## src/rtl/mc_control_pkg.sv

```systemverilog
// Shared opcode constants, FSM state, ALU/error encodings and the decoded control bundle
// for the mc_control multi-cycle controller.
package mc_control_pkg;

    localparam logic [6:0] OpLoad    = 7'b0000011;
    localparam logic [6:0] OpOpImm   = 7'b0010011;
    localparam logic [6:0] OpStore   = 7'b0100011;
    localparam logic [6:0] OpOp      = 7'b0110011;
    localparam logic [6:0] OpBranch  = 7'b1100011;
    localparam logic [6:0] OpLui     = 7'b0110111;
    localparam logic [6:0] OpAuipc   = 7'b0010111;
    localparam logic [6:0] OpJal     = 7'b1101111;
    localparam logic [6:0] OpJalr    = 7'b1100111;
    localparam logic [6:0] OpSystem  = 7'b1110011;
    localparam logic [6:0] OpOpImm32 = 7'b0011011;
    localparam logic [6:0] OpOp32    = 7'b0111011;

    localparam logic [31:0] InstrEbreak = 32'h0010_0073;

    typedef enum logic [1:0] {AluAdd, AluBranch, AluFunct, AluPassImm} alu_op_e;

    typedef enum logic [1:0] {ErrNone, ErrIllegal, ErrTimeout} err_e;

    typedef enum logic [2:0] {
        StFetch, StWaitI, StDecode, StExec, StMem, StWaitM, StWb, StHalt
    } state_e;

    typedef struct packed {
        logic    alu_src;
        alu_op_e alu_op;
        logic    alu_word;
        logic    mem2reg;
        logic    reg_write;
        logic    branch;
        logic    jump;
        logic    is_load;
        logic    is_store;
    } ctrl_t;

endpackage

```

## src/rtl/mc_decode.sv

```systemverilog
// Combinational opcode decoder for mc_control. RV64W_EN enables the 32-bit word
// opcodes (only when XLEN is 64); otherwise they decode as illegal.
module mc_decode
    import mc_control_pkg::*;
#(
    parameter int unsigned XLEN = 64
) (
    input  logic [6:0] opcode,
    output ctrl_t      ctrl,
    output logic       legal
);

`ifdef RV64W_EN
    localparam bit MacroEn = 1'b1;
`else
    localparam bit MacroEn = 1'b0;
`endif
    localparam bit WordEn = MacroEn && (XLEN == 64);

    always_comb begin
        ctrl  = '0;
        legal = 1'b1;
        case (opcode)
            OpLoad: begin
                ctrl.alu_src   = 1'b1;
                ctrl.mem2reg   = 1'b1;
                ctrl.reg_write = 1'b1;
                ctrl.is_load   = 1'b1;
            end
            OpOpImm: begin
                ctrl.alu_src   = 1'b1;
                ctrl.alu_op    = AluFunct;
                ctrl.reg_write = 1'b1;
            end
            OpStore: begin
                ctrl.alu_src  = 1'b1;
                ctrl.is_store = 1'b1;
            end
            OpOp: begin
                ctrl.alu_op    = AluFunct;
                ctrl.reg_write = 1'b1;
            end
            OpBranch: begin
                ctrl.alu_op = AluBranch;
                ctrl.branch = 1'b1;
            end
            OpLui: begin
                ctrl.alu_src   = 1'b1;
                ctrl.alu_op    = AluPassImm;
                ctrl.reg_write = 1'b1;
            end
            OpAuipc: begin
                ctrl.alu_src   = 1'b1;
                ctrl.reg_write = 1'b1;
            end
            OpJal: begin
                ctrl.jump      = 1'b1;
                ctrl.reg_write = 1'b1;
            end
            OpJalr: begin
                ctrl.jump      = 1'b1;
                ctrl.reg_write = 1'b1;
                ctrl.alu_src   = 1'b1;
            end
            OpSystem: ;
            OpOpImm32: begin
                if (WordEn) begin
                    ctrl.alu_src   = 1'b1;
                    ctrl.alu_op    = AluFunct;
                    ctrl.reg_write = 1'b1;
                    ctrl.alu_word  = 1'b1;
                end else begin
                    legal = 1'b0;
                end
            end
            OpOp32: begin
                if (WordEn) begin
                    ctrl.alu_op    = AluFunct;
                    ctrl.reg_write = 1'b1;
                    ctrl.alu_word  = 1'b1;
                end else begin
                    legal = 1'b0;
                end
            end
            default: legal = 1'b0;
        endcase
    end

endmodule

```

## src/rtl/mc_control.sv

```systemverilog
// Multi-cycle instruction controller: fetch/decode/exec/mem/writeback FSM with a shared
// handshake timeout counter. Optional RV64W_EN macro enables word opcodes in mc_decode.
module mc_control
    import mc_control_pkg::*;
#(
    parameter int unsigned XLEN        = 64,
    parameter int unsigned MEM_TIMEOUT = 255
) (
    input  logic        clk,
    input  logic        rst,
    output logic        ifu_req_valid,
    input  logic        ifu_req_ready,
    input  logic        ifu_resp_valid,
    input  logic [31:0] instr,
    output logic        mem_req_valid,
    input  logic        mem_req_ready,
    output logic        mem_we,
    input  logic        mem_resp_valid,
    output logic        alu_src,
    output logic [1:0]  alu_op,
    output logic        alu_word,
    output logic        mem2reg,
    output logic        reg_write,
    output logic        pc_write,
    output logic        branch,
    output logic        jump,
    output logic        halt,
    output logic [1:0]  err,
    output logic [2:0]  state
);

    localparam int unsigned CntW = $clog2(MEM_TIMEOUT + 1);

    state_e           state_q, state_d;
    logic [31:0]      instr_q, instr_d;
    ctrl_t            ctrl_q, ctrl_d;
    logic [1:0]       err_q, err_d;
    logic [CntW-1:0]  cnt_q, cnt_d;
    ctrl_t            dec_ctrl;
    logic             dec_legal;
    logic             expired;

    mc_decode #(
        .XLEN(XLEN)
    ) u_decode (
        .opcode(instr_q[6:0]),
        .ctrl  (dec_ctrl),
        .legal (dec_legal)
    );

    // A handshake in the final allowed cycle is checked first, so it beats the timeout.
    assign expired = (cnt_q == CntW'(MEM_TIMEOUT - 1));

    always_comb begin
        state_d = state_q;
        instr_d = instr_q;
        ctrl_d  = ctrl_q;
        err_d   = err_q;
        cnt_d   = '0;
        case (state_q)
            StFetch: begin
                if (ifu_req_ready) begin
                    state_d = StWaitI;
                end else if (expired) begin
                    state_d = StHalt;
                    err_d   = ErrTimeout;
                end else begin
                    cnt_d = cnt_q + 1'b1;
                end
            end
            StWaitI: begin
                if (ifu_resp_valid) begin
                    instr_d = instr;
                    state_d = StDecode;
                end else if (expired) begin
                    state_d = StHalt;
                    err_d   = ErrTimeout;
                end else begin
                    cnt_d = cnt_q + 1'b1;
                end
            end
            StDecode: begin
                ctrl_d = dec_ctrl;
                if (!dec_legal) begin
                    state_d = StHalt;
                    err_d   = ErrIllegal;
                end else if (instr_q == InstrEbreak) begin
                    state_d = StHalt;
                end else begin
                    state_d = StExec;
                end
            end
            StExec: state_d = (ctrl_q.is_load || ctrl_q.is_store) ? StMem : StWb;
            StMem: begin
                if (mem_req_ready) begin
                    state_d = ctrl_q.is_store ? StWb : StWaitM;
                end else if (expired) begin
                    state_d = StHalt;
                    err_d   = ErrTimeout;
                end else begin
                    cnt_d = cnt_q + 1'b1;
                end
            end
            StWaitM: begin
                if (mem_resp_valid) begin
                    state_d = StWb;
                end else if (expired) begin
                    state_d = StHalt;
                    err_d   = ErrTimeout;
                end else begin
                    cnt_d = cnt_q + 1'b1;
                end
            end
            StWb:   state_d = StFetch;
            StHalt: state_d = StHalt;
            default: state_d = StHalt;
        endcase
    end

    always_ff @(posedge clk or posedge rst) begin
        if (rst) begin
            state_q <= StFetch;
            instr_q <= '0;
            ctrl_q  <= '0;
            err_q   <= ErrNone;
            cnt_q   <= '0;
        end else begin
            state_q <= state_d;
            instr_q <= instr_d;
            ctrl_q  <= ctrl_d;
            err_q   <= err_d;
            cnt_q   <= cnt_d;
        end
    end

    // Fetch request is masked during reset so every output reads zero while rst is high.
    always_comb begin
        ifu_req_valid = (state_q == StFetch) && !rst;
        mem_req_valid = (state_q == StMem);
        mem_we        = (state_q == StMem) && ctrl_q.is_store;
        alu_src       = ctrl_q.alu_src;
        alu_op        = ctrl_q.alu_op;
        alu_word      = ctrl_q.alu_word;
        mem2reg       = ctrl_q.mem2reg;
        branch        = ctrl_q.branch;
        jump          = ctrl_q.jump;
        reg_write     = (state_q == StWb) && ctrl_q.reg_write;
        pc_write      = (state_q == StWb);
        halt          = (state_q == StHalt);
        err           = err_q;
        state         = state_q;
    end

endmodule

```

## config.mk

```make
export PLATFORM = sky130hd
export DESIGN_NAME = mc_control
export DESIGN_NICKNAME = d
export VERILOG_FILES = /design/src/rtl/mc_control_pkg.sv /design/src/rtl/mc_decode.sv /design/src/rtl/mc_control.sv
export SDC_FILE = /design/constraint.sdc
export NUM_CORES = 1
export LEC_CHECK = 0
export CORE_ASPECT_RATIO = 0.7
export CORE_MARGIN = 4
export CORE_UTILIZATION = 30
export DETAILED_ROUTE_END_ITERATION = 8
export PLACE_DENSITY = 0.61
export SLEW_MARGIN = 30
export SYNTH_ARGS = -nofsm -noshare
export SYNTH_HDL_FRONTEND = slang
export SYNTH_HIERARCHICAL = 1
export SYNTH_SLANG_ARGS = --single-unit
export TNS_END_PERCENT = 50
```

## constraint.sdc

```tcl
create_clock -name clk -period 2.6 [get_ports clk]
set_input_delay 0.78 -clock clk [delete_from_list [all_inputs] [get_ports clk]]
set_output_delay 0.78 -clock clk [all_outputs]
set_load 0.05 [all_outputs]
```

==> impl_metrics.toml, run 1 <==
[timing]
period_share_pct = 94.1
max_freq_mhz = 409
slew_headroom_pct = 65.5
rsz0062_at_grt = "no"
period_needed_ps = 2450
hold_slack_ps = 490
fin_setup_tns_ps = 0
hold_viol = 0
timing.final.ws_setup_ps = 154
setup_viol = 0
worst_pin_slew_ps = 516
slew_violations = 0
fin_skew_ps = 6.40

[floorplan]
die_w_microns = 121
dieArea_sq_um = 10500
core_sq_um = 8580
die_h_microns = 87.0
initial_utilization_pct = 31.2
placementRows = 28
io_pins = 56

[synthesis]
yosys-top-cells-count = "55 x dfrtp_1, 26 x mux2_2, 17 x mux2_1, 17 x nor2_1, 7 x buf_6"
ys_seq_elements = 55
post-synth-top-area-cell = "dfrtp_1"
async_reset_ff_share_pct = 100
yosys_warnings = 6
ys.flop_type = "dfrtp_1"
netlist_instances = 215
seq_area_frac_synth_pct = 51.5
synth.net_count = 255
yosysUniqueCellTypes = 48
synth_top_cell_area_share_pct = 51.5
synth.most_common_cell = "dfrtp_1"
synth-edff-count = 0
ys_top_cells_by_area = "dfrtp_1 51%, mux2_2 11%, mux2_1 7.2%"
syn_avg_cell_area_sq_um = 12.4
syn_area_sq_um = 2670

[worst_setup_path]
worstPathCellList = "clkdlybuf4s50_1 > nor4_2 > buf_12"
required_ps = 1820
cp_num_buf_inv = 2
rr_worst_depth = 7
criticalPathCategory = "input pin to output port"
cp_max_fo = 2
end_kind = "output port"
r2r_end = "state[2]$_DFF_PP0_"
critical_path.top_delay_family = "buffers and inverters"
slowest_delay_ps = 450
critPathLaunchType = "input pin"
worstPathArrival_ps = 1670
r2r_setup_slack_ps = 710
crit_slowest_cell = "clkdlybuf4s50_1"
r2r_start = "instr_q[2]$_DFFE_PP0P_"

[place]
dp_worst_setup_slack_ps = 144
io_buffers = 55
place_area_sq_um = 3380
post-dp-hpwl_microns = 4070
place_congestion = 0.760
dpl.cell_count = 384

[clock_tree]
cts_max_level = 2
numCtsBuffers = 5
clk_pin_slew_worst_paths_ps = 70
cts_root_buffer = "clkbuf_16"
cts-hold-fix-buffers = 0
clockBufferDepth = 2
tritoncts = "done"
ctsResizeCount = 0
clk_latency_ps = 290
clkSinkCount = 55
postCtsSetupRepairBufs = 0

[cells_and_area]
fin_cells = 392
final_core_util_pct = 41.0
stdcell_area_sq_um = 3520
layout-drive-gt1-share_pct = 23.5
nets = 311
diodes = 0
area_growth_pct = 31.7

[global_route]
grt_pass1_vias = 1811
grt_max_degree = 43
grt_antenna_before_repair = 0
grt.total_usage_pct = 11.0
gr-total-overflow = 0
grt_pass1_wl_microns = 9140

[route]
avgRoutedWirePerCell_microns = 13.8
dr_total_vias = 1816
via_per_inst = 4.63
first_pass_iters = 4
drt_iter0_drc = 67
ant_nets = 0
drc = 0
drt_wl_total_microns = 5410

[power_and_ir_drop]
power_leakage_nw = 1.57
powerDensity_nw_per_um2 = 451
ir_drop_uv = 309
total_power_mw = 1.59

[flow_run]
drv_cap = 0

[hold_path]
hold-path-endpoint = "instr_q[30]$_DFFE_PP0P_"
min_path_type = "register to register"
min_from = "instr_q[30]$_DFFE_PP0P_"
holdPathStages = 1

[outcome]
status = "complete, no violations"
==> routing by layer <==
metal	GRT usage, %	routed length (microns)	vias to the layer above
li1	-	-	884
met1	15.9	2790	884
met2	15.7	2250	42
met3	2.86	283	6
met4	4.32	88	0
met5	0	0	-
==> power by group <==
part / internal [mW] / switching, mW / leakage [nW]
Clock: 0.356 / 0.294 / 0.0669
Sequential: 0.855 / 0 / 0.748
Combinational: 0.0537 / 0.0286 / 0.757
Total: 1.26 / 0.323 / 1.57
==> worst max path at each step <==
stage | startpoint | endpoint | depth (start not counted)
3_5_place_dp | rst | ifu_req_valid | 3
6_report | rst | ifu_req_valid | 3
5_1_grt | rst | ifu_req_valid | 3
2_1_floorplan | state[2]$_DFF_PP0_ | mem_we | 3
3_3_place_gp | rst | ifu_req_valid | 3
4_1_cts | rst | ifu_req_valid | 3
==> cell families after synthesis <==
group           after synthesis  synth area share [%]
simple gates                 68                  16.0
flops                        55                  51.5
mux                          44                  18.7
compound gates               20                  5.38
buf+inv                      19                  5.47
xor+xnor                      6                  1.97
fa+ha+maj                     2                 0.936
other cells                   1                 0.140
==> sequential cells by signal (all words and copies together) (netlist names) <==
name	count
alu_word	1
branch	1
state	3
cnt_q	8
ctrl_q	3
alu_op	2
jump	1
mem2reg	1
instr_q	32
alu_src	1
err	2
==> layout by cell type (no fill, tap or decap), drive strengths merged, types with 3 or more instances in the layout <==
| cell | netlist | layout |
|---|---|---|
| dfrtp | 55 | 55 |
| clkdlybuf4s50 | 0 | 46 |
| mux2 | 44 | 44 |
| nor2 | 17 | 17 |
| buf | 13 | 16 |
| nand2 | 6 | 6 |
| nand3 | 6 | 6 |
| nor4 | 6 | 6 |
| clkbuf | 0 | 6 |
| inv | 6 | 6 |
| xor2 | 5 | 5 |
| o21ai | 5 | 5 |
| a21oi | 5 | 5 |
| and3 | 4 | 4 |
| nand4 | 4 | 4 |
| nor3b | 4 | 4 |
| nor4b | 3 | 3 |
| and2 | 3 | 3 |
==> area by class of cell <==
type / instances / area [sq um]
Tap cell: 120 / 150
Sequential cell: 55 / 1380
Clock inverter: 2 / 12.5
Multi-Input combinational cell: 141 / 1160
Clock buffer: 6 / 129
Inverter: 6 / 22.5
Fill cell: 815 / 5060
Timing Repair Buffer: 62 / 668
No activity file was read; power rests on OpenSTA's default activity.
==> run 2, diff against run 1 <==
--- a/config.mk
+++ b/config.mk
@@ -7,9 +7,9 @@
 export LEC_CHECK = 0
 export CORE_ASPECT_RATIO = 0.7
 export CORE_MARGIN = 4
-export CORE_UTILIZATION = 30
+export CORE_UTILIZATION = 51
 export DETAILED_ROUTE_END_ITERATION = 8
-export PLACE_DENSITY = 0.61
+export PLACE_DENSITY = 0.89
 export SLEW_MARGIN = 30
 export SYNTH_ARGS = -nofsm -noshare
 export SYNTH_HDL_FRONTEND = slang
==> impl_metrics.toml, run 2 (synthesis gave the netlist of run 1 again) <==
[clock_tree]
tritoncts = "done"
clkSinkCount = 55
cts_root_buffer = "clkbuf_8"
cts-hold-fix-buffers = 0
clk_pin_slew_worst_paths_ps = 100
ctsResizeCount = 0
postCtsSetupRepairBufs = 0
cts_max_level = 2
clockBufferDepth = 2
numCtsBuffers = 5
clk_latency_ps = 310

[place]
place_congestion = 0.796
post-dp-hpwl_microns = 3900
dp_worst_setup_slack_ps = 158
place_area_sq_um = 3280
io_buffers = 55
dpl.cell_count = 330

[floorplan]
placementRows = 21
initial_utilization_pct = 54.4
io_pins = 56
dieArea_sq_um = 6480
die_h_microns = 68.6
die_w_microns = 94.5
core_sq_um = 4910

[worst_setup_path]
crit_path_end = "reg_write"
slowest_delay_ps = 610
cp_num_buf_inv = 2
critical_path.top_delay_family = "flip-flops"
end_kind = "output port"
criticalPathCategory = "register to output port"
r2r_setup_slack_ps = 690
rr_worst_depth = 7
required_ps = 1820
cp_max_fo = 12
cp-startpoint = "state[0]$_DFF_PP0_"
crit_cells = 4
r2r_end = "state[2]$_DFF_PP0_"
crit_slowest_cell = "dfrtp_1"
r2r_start = "instr_q[2]$_DFFE_PP0P_"
critPathLaunchType = "register"
worstPathArrival_ps = 1680
worstPathCellList = "inv_1 > and3_1 > and2_1 > buf_12"

[cells_and_area]
largest_registers = "instr_q (32), cnt_q (8)"
layout-drive-gt1-share_pct = 23.0
regMostFlops = "instr_q"
stdcell_area_sq_um = 3400
area_growth_pct = 27.0
largest_reg_flops = 32
final_core_util_pct = 69.1
fill_cells = 365
fin_cells = 338
nets = 308
final_cell_mix = "55 x dfrtp_1, 46 x clkdlybuf4s50_1, 26 x mux2_2, 17 x nor2_1, 17 x mux2_1"
diodes = 0
final_common_cell = "dfrtp_1"

[outcome]
status = "complete, no violations"

[timing]
rsz0062_at_grt = "no"
timing.final.ws_setup_ps = 140
worst_pin_slew_ps = 512
hold_viol = 0
period_needed_ps = 2460
slew_headroom_pct = 65.7
hold_slack_ps = 499
setup_viol = 0
max_freq_mhz = 407
slew_violations = 0
fin_setup_tns_ps = 0
period_share_pct = 94.6
fin_skew_ps = 8.52

[route]
avgRoutedWirePerCell_microns = 15.4
via_per_inst = 5.31
ant_nets = 0
first_pass_iters = 4
drt_iter0_drc = 102
drt_wl_total_microns = 5210
dr_total_vias = 1794
drc = 0

[global_route]
grt_pass1_wl_microns = 8750
grt.total_usage_pct = 17.8
gr-total-overflow = 0
gr-usage-met2_pct = 28.7
grt_max_degree = 56
grt_antenna_before_repair = 0
met3_usage_pct = 4.12
grt_busiest_layer = "met2"
grt_pass1_vias = 1803
grtUsageMet1_pct = 24.1

[hold_path]
min_path_type = "register to register"

[power_and_ir_drop]
power_leakage_nw = 1.55
powerDensity_nw_per_um2 = 445
ir_drop_uv = 360
total_power_mw = 1.51

[flow_run]
drv_cap = 0
run 2: final cells by class:
type,count,area [sq um],area share (%)
tap,69,86.3,2.54
clock inverter,3,47.5,1.40
sequential,55,1380,40.5
clock buffer,5,68.8,2.03
multi-input combinational,141,1160,34.2
timing repair buffer,59,633,18.6
inverter,6,22.5,0.663
run 2: how the worst min path moves through the flow:
stage	slack [ps]	start	to	depth (start not counted)
finish	500	instr_q[30]$_DFFE_PP0P_	instr_q[30]$_DFFE_PP0P_	1
global route	520	instr_q[15]$_DFFE_PP0P_	instr_q[15]$_DFFE_PP0P_	1
CTS	500	instr_q[30]$_DFFE_PP0P_	instr_q[30]$_DFFE_PP0P_	1
detailed placement	480	instr_q[24]$_DFFE_PP0P_	instr_q[24]$_DFFE_PP0P_	1
global placement	470	instr_q[16]$_DFFE_PP0P_	instr_q[16]$_DFFE_PP0P_	1
floorplan	460	instr_q[17]$_DFFE_PP0P_	instr_q[17]$_DFFE_PP0P_	1
run 2: worst register-to-register path: cells and delay by family, from the launching register on:
kind / cells / cell delay [ps]
flops: 1 / 550
compound gates: 5 / 780
buf+inv: 1 / 70
simple gates: 1 / 410
run 2: power by group:
group / internal, mW / switching (mW) / total (mW)
registers: 0.855 / 0 / 0.855
logic: 0.0538 / 0.0280 / 0.0818
clock network: 0.292 / 0.283 / 0.575
total: 1.20 / 0.311 / 1.51
run 2: per-layer routing:
layer | vias to the layer above | share of wire, %
met2 | 44 | 47
met5 | - | 0
met3 | 4 | 5.0
met1 | 877 | 46
li1 | 869 | -
met4 | 0 | 1.1
==> run 3, diff against run 2 <==
--- a/config.mk
+++ b/config.mk
@@ -5,10 +5,13 @@
 export SDC_FILE = /design/constraint.sdc
 export NUM_CORES = 1
 export LEC_CHECK = 0
+export CELL_PAD_IN_SITES_DETAIL_PLACEMENT = 1
+export CELL_PAD_IN_SITES_GLOBAL_PLACEMENT = 2
 export CORE_ASPECT_RATIO = 0.7
 export CORE_MARGIN = 4
-export CORE_UTILIZATION = 51
+export CORE_UTILIZATION = 34
 export DETAILED_ROUTE_END_ITERATION = 8
+export HOLD_SLACK_MARGIN = 0.02
 export PLACE_DENSITY = 0.89
 export SLEW_MARGIN = 30
 export SYNTH_ARGS = -nofsm -noshare
==> impl_metrics.toml, run 3 (synthesis gave the netlist of run 1 again) <==
[cells_and_area]
diodes = 0
layout-drive-gt1-share_pct = 23.6
fin_cells = 369
final_common_cell = "dfrtp_1"
area_growth_pct = 30.9
final_cell_mix = "55 x dfrtp_1, 46 x clkdlybuf4s50_1, 26 x mux2_2, 17 x nor2_1, 17 x mux2_1"
regMostFlops = "instr_q"
nets = 310
largest_registers = "instr_q (32), cnt_q (8)"
largest_reg_flops = 32

[worst_setup_path]
worstPathCellList = "clkdlybuf4s50_1 > nor4_2 > buf_12"
criticalPathCategory = "input pin to output port"
r2r_end = "state[2]$_DFF_PP0_"
r2r_setup_slack_ps = 700
required_ps = 1820
rr_worst_depth = 7
critPathLaunchType = "input pin"
r2r_start = "instr_q[2]$_DFFE_PP0P_"
cp_max_fo = 2
worstPathArrival_ps = 1670
critical_path.top_delay_family = "buffers and inverters"
crit_slowest_cell = "clkdlybuf4s50_1"
cp_num_buf_inv = 2
slowest_delay_ps = 440
end_kind = "output port"

[power_and_ir_drop]
powerDensity_nw_per_um2 = 465
power_leakage_nw = 1.57
total_power_mw = 1.63
ir_drop_uv = 245

[hold_path]
min_path_type = "register to register"
hold-path-endpoint = "instr_q[11]$_DFFE_PP0P_"
holdPathStages = 1
min_from = "instr_q[11]$_DFFE_PP0P_"

[timing]
slew_headroom_pct = 66.8
hold_slack_ps = 495
hold_viol = 0
fin_skew_ps = 7.06
timing.final.ws_setup_ps = 149
period_needed_ps = 2450
setup_viol = 0
rsz0062_at_grt = "no"
slew_violations = 0
worst_pin_slew_ps = 496
period_share_pct = 94.3
max_freq_mhz = 408

[clock_tree]
cts_root_buffer = "clkbuf_16"
clk_latency_ps = 290
tritoncts = "done"
ctsResizeCount = 0
clkSinkCount = 55
numCtsBuffers = 5
postCtsSetupRepairBufs = 0
clockBufferDepth = 2
clk_pin_slew_worst_paths_ps = 70
cts_max_level = 2
cts-hold-fix-buffers = 0

[global_route]
grt.total_usage_pct = 13.6
met3_usage_pct = 3.86
grt_antenna_before_repair = 0
gr-usage-met2_pct = 20.8
grtUsageMet1_pct = 19.1
grt_busiest_layer = "met2"
grt_pass1_vias = 1945
grt_max_degree = 39
gr-total-overflow = 0
grt_pass1_wl_microns = 10000

[route]
first_pass_iters = 3
avgRoutedWirePerCell_microns = 16.0
ant_nets = 0
drc = 0
dr_total_vias = 1823
drt_wl_total_microns = 5910
drt_iter0_drc = 64
via_per_inst = 4.94

[outcome]
status = "complete, no violations"

[place]
dpl.cell_count = 361
place_congestion = 0.768
post-dp-hpwl_microns = 4290
dp_worst_setup_slack_ps = 133
io_buffers = 55

[floorplan]
dieArea_sq_um = 9370
die_h_microns = 82.2
initial_utilization_pct = 35.7
io_pins = 56
die_w_microns = 114
core_sq_um = 7480
placementRows = 26

[flow_run]
drv_cap = 0
==> run 3: cell types whose count changed in the layout (fill, tap and decap cells not counted), sizes merged <==
cell      before  now
bufinv         1    0
inv            7    6
clkinvlp       0    1
buf           13   15
clkbuf         5    6
==> run 3: worst max path at each step <==
stage	from	end	slack [ps]	depth (start not counted)
2_1_floorplan	state[2]$_DFF_PP0_	mem_we	-310	3
3_3_place_gp	rst	ifu_req_valid	160	3
3_5_place_dp	rst	ifu_req_valid	130	3
4_1_cts	rst	ifu_req_valid	130	3
5_1_grt	rst	ifu_req_valid	120	3
6_report	rst	ifu_req_valid	150	3
==> run 3: report_power, final <==
part	switching, mW	total, mW	leakage, nW	internal [mW]
Sequential	0	0.855	0.748	0.855
Clock	0.303	0.689	0.0731	0.385
Combinational	0.0291	0.0829	0.752	0.0538
==> run 3: routing by layer <==
layer | wire length [microns] | up-vias
met5 | 0 | -
met1 | 2990 | 914
met3 | 266 | 2
li1 | - | 871
met2 | 2620 | 36
met4 | 29 | 0
==> run 3: layout make-up <==
class,count,area (sq um)
clock buffers,6,139
fillers,798,3980
flip-flops and latches,55,1380
repair buffers,61,661
well taps,98,123
clock inverters,2,16.3
multi-input cells,141,1160
inverters,6,22.5
==> run 3: through the flow <==
stage                     utilization (%)  cell area [sq um]  TNS, ps
final                                46.8               3500        0
after floorplan                         -               2690     -420
after detailed placement             44.7               3340        0
after global placement               44.7               3340        0
after global routing                 46.8               3500        0
after CTS                            46.8               3500        0
==> run 3: worst register-to-register path: cells and delay by family (launching register included) <==
family | cells | cell delay, ps
flip-flops | 1 | 570
buffers and inverters | 1 | 70
AO/OA/AOI/OAI | 5 | 720
AND/OR/NAND/NOR | 1 | 410
